## src/rtl/pipe_adder.sv

```systemverilog
// -----------------------------------------------------------------------------
// pipe_adder
//   Pipelined WIDTH-bit adder. The add is split into CHUNK-bit slices, and each
//   pipeline stage adds one slice. The carry between slices is registered.
//   Valid/ready handshakes on the input and output sides. The block accepts one
//   operation per cycle, and its latency is STAGES = WIDTH/CHUNK cycles.
//
//   Optional feature macro: OVF_FLAG_EN. When it is defined, the ovf port
//   (signed overflow, aligned with sum) is present.
//
// Ports
//   Clk       in   1      clock; all state changes on the rising edge
//   Rst       in   1      synchronous, active-high reset
//   inValid   in   1      a/b/cIn valid this cycle
//   inReady   out  1      block can accept (transfer on inValid && inReady)
//   a, b      in   WIDTH  operands
//   cIn       in   1      carry into bit 0
//   outValid  out  1      sum/cOut (and ovf) valid
//   outReady  in   1      consumer accepts (transfer on outValid && outReady)
//   sum       out  WIDTH  (a + b + cIn) mod 2^WIDTH
//   cOut      out  1      carry out of bit WIDTH-1
//   ovf       out  1      signed overflow (only with OVF_FLAG_EN)
// -----------------------------------------------------------------------------
`timescale 1ns/1ps
`default_nettype none

module pipe_adder #(
    parameter int WIDTH = 16,
    parameter int CHUNK = 4
) (
    input  logic             Clk,
    input  logic             Rst,
    input  logic             inValid,
    output logic             inReady,
    input  logic [WIDTH-1:0] a,
    input  logic [WIDTH-1:0] b,
    input  logic             cIn,
    output logic             outValid,
    input  logic             outReady,
    output logic [WIDTH-1:0] sum,
    output logic             cOut
`ifdef OVF_FLAG_EN
    ,
    output logic             ovf
`endif
);

    localparam int STAGES = WIDTH / CHUNK;

    generate
        if ((CHUNK < 1) || ((WIDTH % CHUNK) != 0)) begin : g_bad_cfg
            $error("pipe_adder: WIDTH must be a positive multiple of CHUNK");
        end
    endgenerate

    // Stage k registers hold an operation that is waiting to add slice k.
    // The operand copies are full width. The low slices of a_r/b_r and the
    // high slices of sum_r are not meaningful at stage k, and synthesis trims
    // them away.
    logic [STAGES-1:0] valid_r;
    logic [STAGES-1:0] carry_r;
    logic [WIDTH-1:0]  a_r   [STAGES];
    logic [WIDTH-1:0]  b_r   [STAGES];
    logic [WIDTH-1:0]  sum_r [STAGES];

    logic [CHUNK:0]    slice_s  [STAGES];   // {carry, slice sum} of stage k
    logic [WIDTH-1:0]  merged_s [STAGES];   // partial sum including slice k
    logic              advance_s;

    // The whole pipeline moves together. It can move whenever the output
    // register is empty or is being drained this cycle.
    assign advance_s = !outValid || outReady;
    assign inReady   = advance_s;

    // Per-stage slice add: operand slice k plus the carry registered by stage k-1
    always_comb begin
        for (int k = 0; k < STAGES; k++) begin
            slice_s[k] = {1'b0, a_r[k][k*CHUNK +: CHUNK]}
                       + {1'b0, b_r[k][k*CHUNK +: CHUNK]}
                       + {{CHUNK{1'b0}}, carry_r[k]};
            merged_s[k] = sum_r[k];
            merged_s[k][k*CHUNK +: CHUNK] = slice_s[k][CHUNK-1:0];
        end
    end

    // Stage valid bits: shift on advance, flushed by reset
    always_ff @(posedge Clk) begin
        if (Rst) begin
            valid_r <= {STAGES{1'b0}};
        end else if (advance_s) begin
            valid_r[0] <= inValid;
            for (int k = 1; k < STAGES; k++) begin
                valid_r[k] <= valid_r[k-1];
            end
        end else begin
            valid_r <= valid_r;
        end
    end

    // Stage data: operands are delay-aligned, and the partial sum and carry
    // move forward. Bubble slots carry don't-care data, so no reset is needed.
    always_ff @(posedge Clk) begin
        if (advance_s) begin
            a_r[0]     <= a;
            b_r[0]     <= b;
            carry_r[0] <= cIn;
            sum_r[0]   <= {WIDTH{1'b0}};
            for (int k = 1; k < STAGES; k++) begin
                a_r[k]     <= a_r[k-1];
                b_r[k]     <= b_r[k-1];
                sum_r[k]   <= merged_s[k-1];
                carry_r[k] <= slice_s[k-1][CHUNK];
            end
        end
    end

    // Output register: result fields load only when a valid slot arrives
    always_ff @(posedge Clk) begin
        if (Rst) begin
            outValid <= 1'b0;
            sum      <= {WIDTH{1'b0}};
            cOut     <= 1'b0;
`ifdef OVF_FLAG_EN
            ovf      <= 1'b0;
`endif
        end else if (advance_s) begin
            outValid <= valid_r[STAGES-1];
            if (valid_r[STAGES-1]) begin
                sum  <= merged_s[STAGES-1];
                cOut <= slice_s[STAGES-1][CHUNK];
`ifdef OVF_FLAG_EN
                // The operand sign bits are already delay-aligned in the
                // last stage, so no extra sign-tracking flops are needed.
                ovf  <= (a_r[STAGES-1][WIDTH-1] == b_r[STAGES-1][WIDTH-1]) &&
                        (merged_s[STAGES-1][WIDTH-1] != a_r[STAGES-1][WIDTH-1]);
`endif
            end
        end
    end

endmodule

`default_nettype wire

```

## config.mk

```make
export PLATFORM = sky130hd
export DESIGN_NAME = pipe_adder
export DESIGN_NICKNAME = d
export VERILOG_FILES = /design/src/rtl/pipe_adder.sv
export SDC_FILE = /design/constraint.sdc
export NUM_CORES = 1
export LEC_CHECK = 0
export BUFFER_PORTS_ARGS = -buffer_cell sky130_fd_sc_hd__buf_2
export CAP_MARGIN = 10
export CORE_AREA = 2 2 94 119
export DETAILED_ROUTE_END_ITERATION = 8
export DIE_AREA = 0 0 96 121
export GPL_TIMING_DRIVEN = 0
export MAX_ROUTING_LAYER = met4
export PLACE_DENSITY = 0.65
export SLEW_MARGIN = 20
export SYNTH_ARGS = -nofsm -noshare
export SYNTH_HDL_FRONTEND = slang
export SYNTH_SLANG_ARGS = --single-unit
```

## constraint.sdc

```tcl
create_clock -name Clk -period 5.9 [get_ports Clk]
set_input_delay 1.77 -clock Clk [delete_from_list [all_inputs] [get_ports Clk]]
set_output_delay 1.77 -clock Clk [all_outputs]
set_load 0.1 [all_outputs]
```

# Word level (Yosys, flattened, before mapping)
# Memories as Yosys holds them, arrays and structs flattened. A register that Yosys moved wholly into a read port is not among the register bits.
# Cells that the tools add are included.
dict set report op_classes {
  n_addsub 8
  mux 2
  n_reduce_logical 3
}
# operator count
set op_table {}
lappend op_table {{4-bit by 4-bit adder with 5-bit output} 4}
lappend op_table {{5-bit by 1-bit adder with 5-bit output} 4}
lappend op_table {{1-bit two-way mux} 2}
lappend op_table {{2-bit AND reduction} 1}
lappend op_table {{1-bit zero test} 1}
lappend op_table {{1-bit logical OR} 1}
dict set report word_totals {
  register_bits 26
  ramBits 192
  inputBits 37
  output_inout_bits 19
  n_memories 3
}
# name depth word_bits read_ports rd_ports_with_merged_regs wr line_no
set memory_table {}
lappend memory_table {a_r 4 16 4 0 4 62} ;# logic [WIDTH-1:0] a_r [STAGES];
lappend memory_table {b_r 4 16 4 0 4 63} ;# logic [WIDTH-1:0] b_r [STAGES];
lappend memory_table {sum_r 4 16 4 1 4 64} ;# logic [WIDTH-1:0] sum_r [STAGES];

# Longest topological paths before layout
# Gate-level depths: netlist (run 1).
dict set report logic_depth {
  depth_word 4
  mapped_depth 6
  depth_no_buf 6
}

# Worst setup path before layout (run 1)
# Ideal clock, no wire load.
dict set report synth_timing {
  path_kind {input -> output}
  from {input outReady}
  to {output inReady}
  t_arrival_ps 3559
  required_time_ps 4130
  slack_ps 571
  cell_stages 3
  path_cell_list {nor2b_4 > inv_2 > buf_2}
}
dict set report synth_via {
  elab_chain_len 1
}
# element line_no
set synth_lines {}
lappend synth_lines {{start, declared} 39} ;# input logic outReady,
lappend synth_lines {{1-bit logical OR} 72} ;# assign advance_s = !outValid || outReady;
lappend synth_lines {{end, declared} 34} ;# output logic inReady,
# Every way passes these cells.

# Worst setup path after layout (run 1)
# Same ends and word-level chain as after synthesis.

==> run summary, run 1 <==
Status: finished, final reports clean
CTS tree: done
R2r worst-path depth: 5
Tcrit/Tclk final: 78.38%
RSZ-0062 raised after global routing: no
Setup TNS: 0 ns
Worst hold slack: 0.4116 ns
R2R Path End: cOut
Leading cell types in the layout, fill and taps excluded: edfxtp_1 (108), buf_2 (60), a21oi_1 (26), dfxtp_1 (22), clkbuf_16 (17)
Asr flop ratio synth: 0%
Total Wirelength: 5843 µm
Setup bufs post-CTS: 0
Die Height: 121 µm
CTS Buffer Depth: 2
Routability cong.: 0.7878
Sequential-to-total area share from yosys stat: 79.70%
Worst Hold Depth: 0
Area growth syn-to-layout: 22.55%
CP dominant cell by count: buf_2
Crit. End Element: primary output
Clock sinks: 130
Fraction of layout instances using a drive strength above 1: 27.40%
Crit Reg-Reg Startpoint: carry_r[3]
Top Ports: 56
Mapped Cells: 266
Pin count of the biggest net entering global routing: 80
Worst slew pin tran: 0.4880 ns
Hold WC Path Type: reg2reg
CP required: 4.13 ns
HP Start: a_r[0][15]
DRT antenna net count: 0
Initial DRC count: 150
Clock transition at path regs: 0.05 ns
IO Port Bufs: 55
GRT Residual Overflow: 0
Crit path kind: in2out
Routed wire per std cell: 12.02 µm
Worst-path maximum fanout: 40
Critical-path cell with the highest stage delay: buf_2
Vias: 2,270
Leak: 2.252 nW
Synthesis-stage register bit count: 130
Final Skew: 0.01499 ns
Netlist Area Pre-Place: 4622 µm²
Fin area: 5664 µm²
Final Setup Violations: 0
Crit path cell chain: buf_2, nor2b_4, inv_2, buf_6, buf_2
Placed Area: 5096 µm²
EDFF count, synth: 108
Worst Hold Path EP: a_r[1][15]
Area of the core: 10,460 µm²
FP Rows: 42
Hold buffers post-CTS: 0
Max VDD drop: 0.2114 mV
Cell area power density: 385.3 nW/µm²
Die Wd: 96 µm
CTS H-Tree Depth: 4
Slew HR: 67.69%
PostCTS Resize Cnt: 0
Clock root buffer: clkbuf_16
Vias in the first global route: 2,282
CTS Buf Count: 17
Die ar.: 11,620 µm²
DRT Pass-1 Iters: 4
DR vias/cell: 4.671
Initial antenna violation count: 0
Final Hold Fails: 0
Synthesized Nets: 323
Achievable Freq: 216.2 MHz
Nets@finish: 398
Post-synth top flop: edfxtp_1
Skew-Pair Late Insertion Delay: 0.41 ns
Global-route usage over all layers: 12.34%
Worst R2R Setup Slack: 4.04 ns
DRC Markers: 0
Critical Path AT: 2.85 ns
Max-Cap Viols: 0
Synthesis warning total: 0
Initial Utilization: 44.20%
Commonest non-fill, non-tap cell in the layout: edfxtp_1
First-pass GRT wire length: 10,120 µm
Antenna Cells: 0
Startpoint Class: input pin
Min Tclk post-route: 4.624 ns
Critical Path Max Stage Delay: 0.50 ns
Syn Area/Cell: 17.38 µm²
Slew Limit Fails: 0
Post-DP HPWL: 3770 µm
Yosys cell types: 25
[area by class of cell]
| type | instances | area (µm²) |
|---|---|---|
| Inverter | 14 | 52.55 |
| Timing Repair Buffer | 56 | 302.8 |
| Clock buffer | 17 | 425.4 |
| Multi-Input combinational cell | 113 | 837.1 |
| Sequential cell | 130 | 3684 |
| Buffer | 9 | 55.05 |
| Tap cell | 132 | 165.2 |
| Fill cell | 817 | 4793 |
| Clock inverter | 15 | 142.6 |
[Yosys cell counts, types with 2 or more instances]
cell | instances | area share, %
a211oi_1 | 2 | 0.32
a21o_1 | 4 | 0.65
a21oi_1 | 26 | 2.8
buf_2 | 6 | 0.65
buf_4 | 2 | 0.32
dfxtp_1 | 22 | 9.5
edfxtp_1 | 108 | 70
fa_1 | 8 | 3.5
ha_1 | 12 | 3.2
inv_1 | 12 | 0.97
inv_2 | 2 | 0.16
nand2_1 | 9 | 0.73
nand2b_1 | 4 | 0.54
nand3_1 | 15 | 1.6
nor2b_1 | 3 | 0.41
o21ai_0 | 4 | 0.43
o21ai_1 | 13 | 1.4
xnor2_1 | 7 | 1.3
[routing by layer]
layer / vias to the layer above / global-route usage [%] / wire, µm
met5: - / - / 0
li1: 1139 / - / -
met3: 8 / 5.590 / 370
met1: 1054 / 13.25 / 2468
met4: 0 / 8.214 / 124
met2: 69 / 18.14 / 2879
[worst max-delay path by stage]
stage,startpoint,to,slack [ns],depth (start not counted)
after global placement,outReady,inReady,-0.34,5
after floorplan,outReady,inReady,0.57,3
after CTS,outReady,inReady,1.25,5
after detailed placement,outReady,inReady,1.25,5
after global routing,outReady,inReady,1.18,5
final,outReady,inReady,1.28,5
[power by group]
| part | switching (mW) | internal, mW |
|---|---|---|
| Combinational | 0.0572 | 0.0424 |
| Clock | 0.361 | 0.616 |
| Sequential | 0.0237 | 1.08 |
[per-stage QoR]
step	power (mW)	instances	setup slack [ns]	utilization [%]
floorplan	1.189	266	0.5705	-
CTS	2.212	486	1.249	54.16
finish	2.183	486	1.276	54.16
global placement	1.219	453	-0.3379	48.41
detailed placement	1.227	454	1.253	48.73
global route	2.276	486	1.183	54.16
[flip-flops by register name (all words and copies together) (netlist names)]
register,flops
sum_r,24
outValid,1
b_r,40
a_r,40
carry_r,4
cOut,1
sum,16
valid_r,4
[logic make-up after synthesis]
kind of cell               synth area share, %
and+or+nand+nor                          4.006
adders and majority gates                6.713
AOI/OAI and AO/OA                        6.064
xor gates and xnor gates                 1.327
DFF                                      79.70
buffers and inverters                    2.193
[critical path, delay by kind of cell]
family	cells	cell delay [ns]
buffers and inverters	4	1.02
AND/OR/NAND/NOR	1	0.04
(Power assumes the default switching activity.)
==> run 2, diff against run 1 <==
Settings changed: PLACE_DENSITY 0.65 to 0.68.
Clock period 5.9 ns to 4.2 ns, I/O delays scaled along.
==> run 2 against run 1 <==
Clock skew decreased by 0.0091 ns. Power increased by 54%. First-iteration DRC count increased by 14%. Cell area increased by 1.7%. Critical path depth unchanged. Global-route usage decreased by 0.14 points. Largest power group is now clock. Highest routed layer unchanged.
==> run summary, run 2 (synthesis results as in run 1) <==
Pre-CTS setup slack: 0.05926 ns
Vias in the first global route: 2,308
First-pass GRT wire length: 10,110 µm
CTS tree: done
Final Skew: 0.005909 ns
Status: finished, final reports clean
R2R Path End: cOut
Crit Reg-Reg Startpoint: carry_r[3]
Initial DRC count: 171
Initial antenna violation count: 0
Global-route usage over all layers: 12.20%
Min Tclk post-route: 4.091 ns
Achievable Freq: 244.4 MHz
Crit path kind: in2out
Final Hold Fails: 0
Area of the core: 10,460 µm²
Worst Hold Depth: 0
Worst-path maximum fanout: 118
Leak: 2.286 nW
Vias: 2,239
Routed wire per std cell: 12.20 µm
CTS Buf Count: 17
IO Port Bufs: 55
Placed cells: 453
GRT Residual Overflow: 0
Startpoint Class: input pin
Fraction of layout instances using a drive strength above 1: 27.20%
Clock transition at path regs: 0.06 ns
Max-Cap Viols: 0
Antenna Cells: 0
R2r worst-path depth: 5
CTS Buffer Depth: 2
Die Wd: 96 µm
Number of fill cells in the layout: 814
Top Ports: 56
Nets@finish: 397
Skew-Pair Late Insertion Delay: 0.41 ns
Leading cell types in the layout, fill and taps excluded: edfxtp_1 (108), buf_2 (60), a21oi_1 (26), dfxtp_1 (22), clkbuf_16 (17)
RSZ-0062 raised after global routing: no
Cell area power density: 583.9 nW/µm²
CP Launch Point: outReady
Total Wirelength: 5917 µm
Hold WC Path Type: reg2reg
Post-route setup slack: 0.1086 ns
Die Height: 121 µm
CP required: 2.94 ns
DRC Markers: 0
Crit. End Element: primary output
Regs by FF count: a_r x40, b_r x40, sum_r x24
Hold buffers post-CTS: 0
Post-DP HPWL: 3663 µm
Clock sinks: 130
DRT antenna net count: 0
Commonest non-fill, non-tap cell in the layout: edfxtp_1
DRT Pass-1 Iters: 4
Final core occ: 55.07%
Slew Limit Fails: 0
Critical Path AT: 2.83 ns
Area growth syn-to-layout: 24.61%
Tcrit/Tclk final: 97.41%
CP Capture Point: inReady
Pin count of the biggest net entering global routing: 119
Routability cong.: 0.7551
CTS H-Tree Depth: 4
Initial Utilization: 44.20%
Slew HR: 39.97%
Worst R2R Setup Slack: 2.36 ns
Die ar.: 11,620 µm²
Max VDD drop: 0.4122 mV
DR vias/cell: 4.616
Worst slew pin tran: 0.9005 ns
Clock root buffer: clkbuf_16
Final Setup Violations: 0
FP Rows: 42
Final instance count without filler cells: 485
run 2: timing repair:
action	in CTS	in global routing
setup buffers	0	0
gates resized for setup	0	1
endpoints found under the setup margin	0	1
run 2: cell type report:
cell class	instances	area [µm²]	share of cell area, %
Tap cell	132	165.2	2.868
Clock buffer	17	425.4	7.386
Inverter	14	52.55	0.9124
Timing Repair Buffer	55	275.3	4.779
Buffer	9	57.56	0.9993
Sequential cell	130	3684	63.96
Clock inverter	15	262.8	4.562
Multi-Input combinational cell	113	837.1	14.53
run 2: where the power goes:
part | switching (mW) | internal, mW
combinational | 0.0787 | 0.0588
clock | 0.506 | 1.17
sequential | 0.0318 | 1.52
total | 0.616 | 2.75
run 2: through the flow:
step                setup TNS [ns]  power (mW)  cell area [µm²]  hold WS [ns]
CTS                              0       3.404             5757        0.4159
global route                     0       3.486             5759        0.4188
finish                           0       3.363             5759        0.4146
detailed placement               0       1.719             5069        0.4045
global placement           -0.2018       1.712             5065        0.4032
floorplan                        0       1.670             4624        0.4003
run 2: worst min-delay path by stage:
stage	from	end	slack, ns
finish	b_r[2][13]	b_r[3][13]	0.41
detailed placement	a_r[1][10]	a_r[2][10]	0.40
floorplan	a_r[0][10]	a_r[1][10]	0.40
CTS	sum_r[1][2]	sum_r[2][2]	0.42
global route	b_r[1][13]	b_r[2][13]	0.42
global placement	b_r[0][6]	b_r[1][6]	0.40
run 2: per-layer routing:
| metal | vias up | share of wire, % | track usage (%) |
|---|---|---|---|
| li1 | 1136 | - | - |
| met1 | 1022 | 42 | 12.98 |
| met2 | 65 | 50 | 19.05 |
| met3 | 16 | 6.0 | 4.534 |
| met4 | 0 | 2.2 | 7.500 |
| met5 | - | 0 | - |
run 2: worst max-delay path, stage by stage:
cell and delay (ns):
buf_2 0.10, nor2b_4 0.04, inv_2 0.09, clkbuf_8 0.63
buf_2 0.56
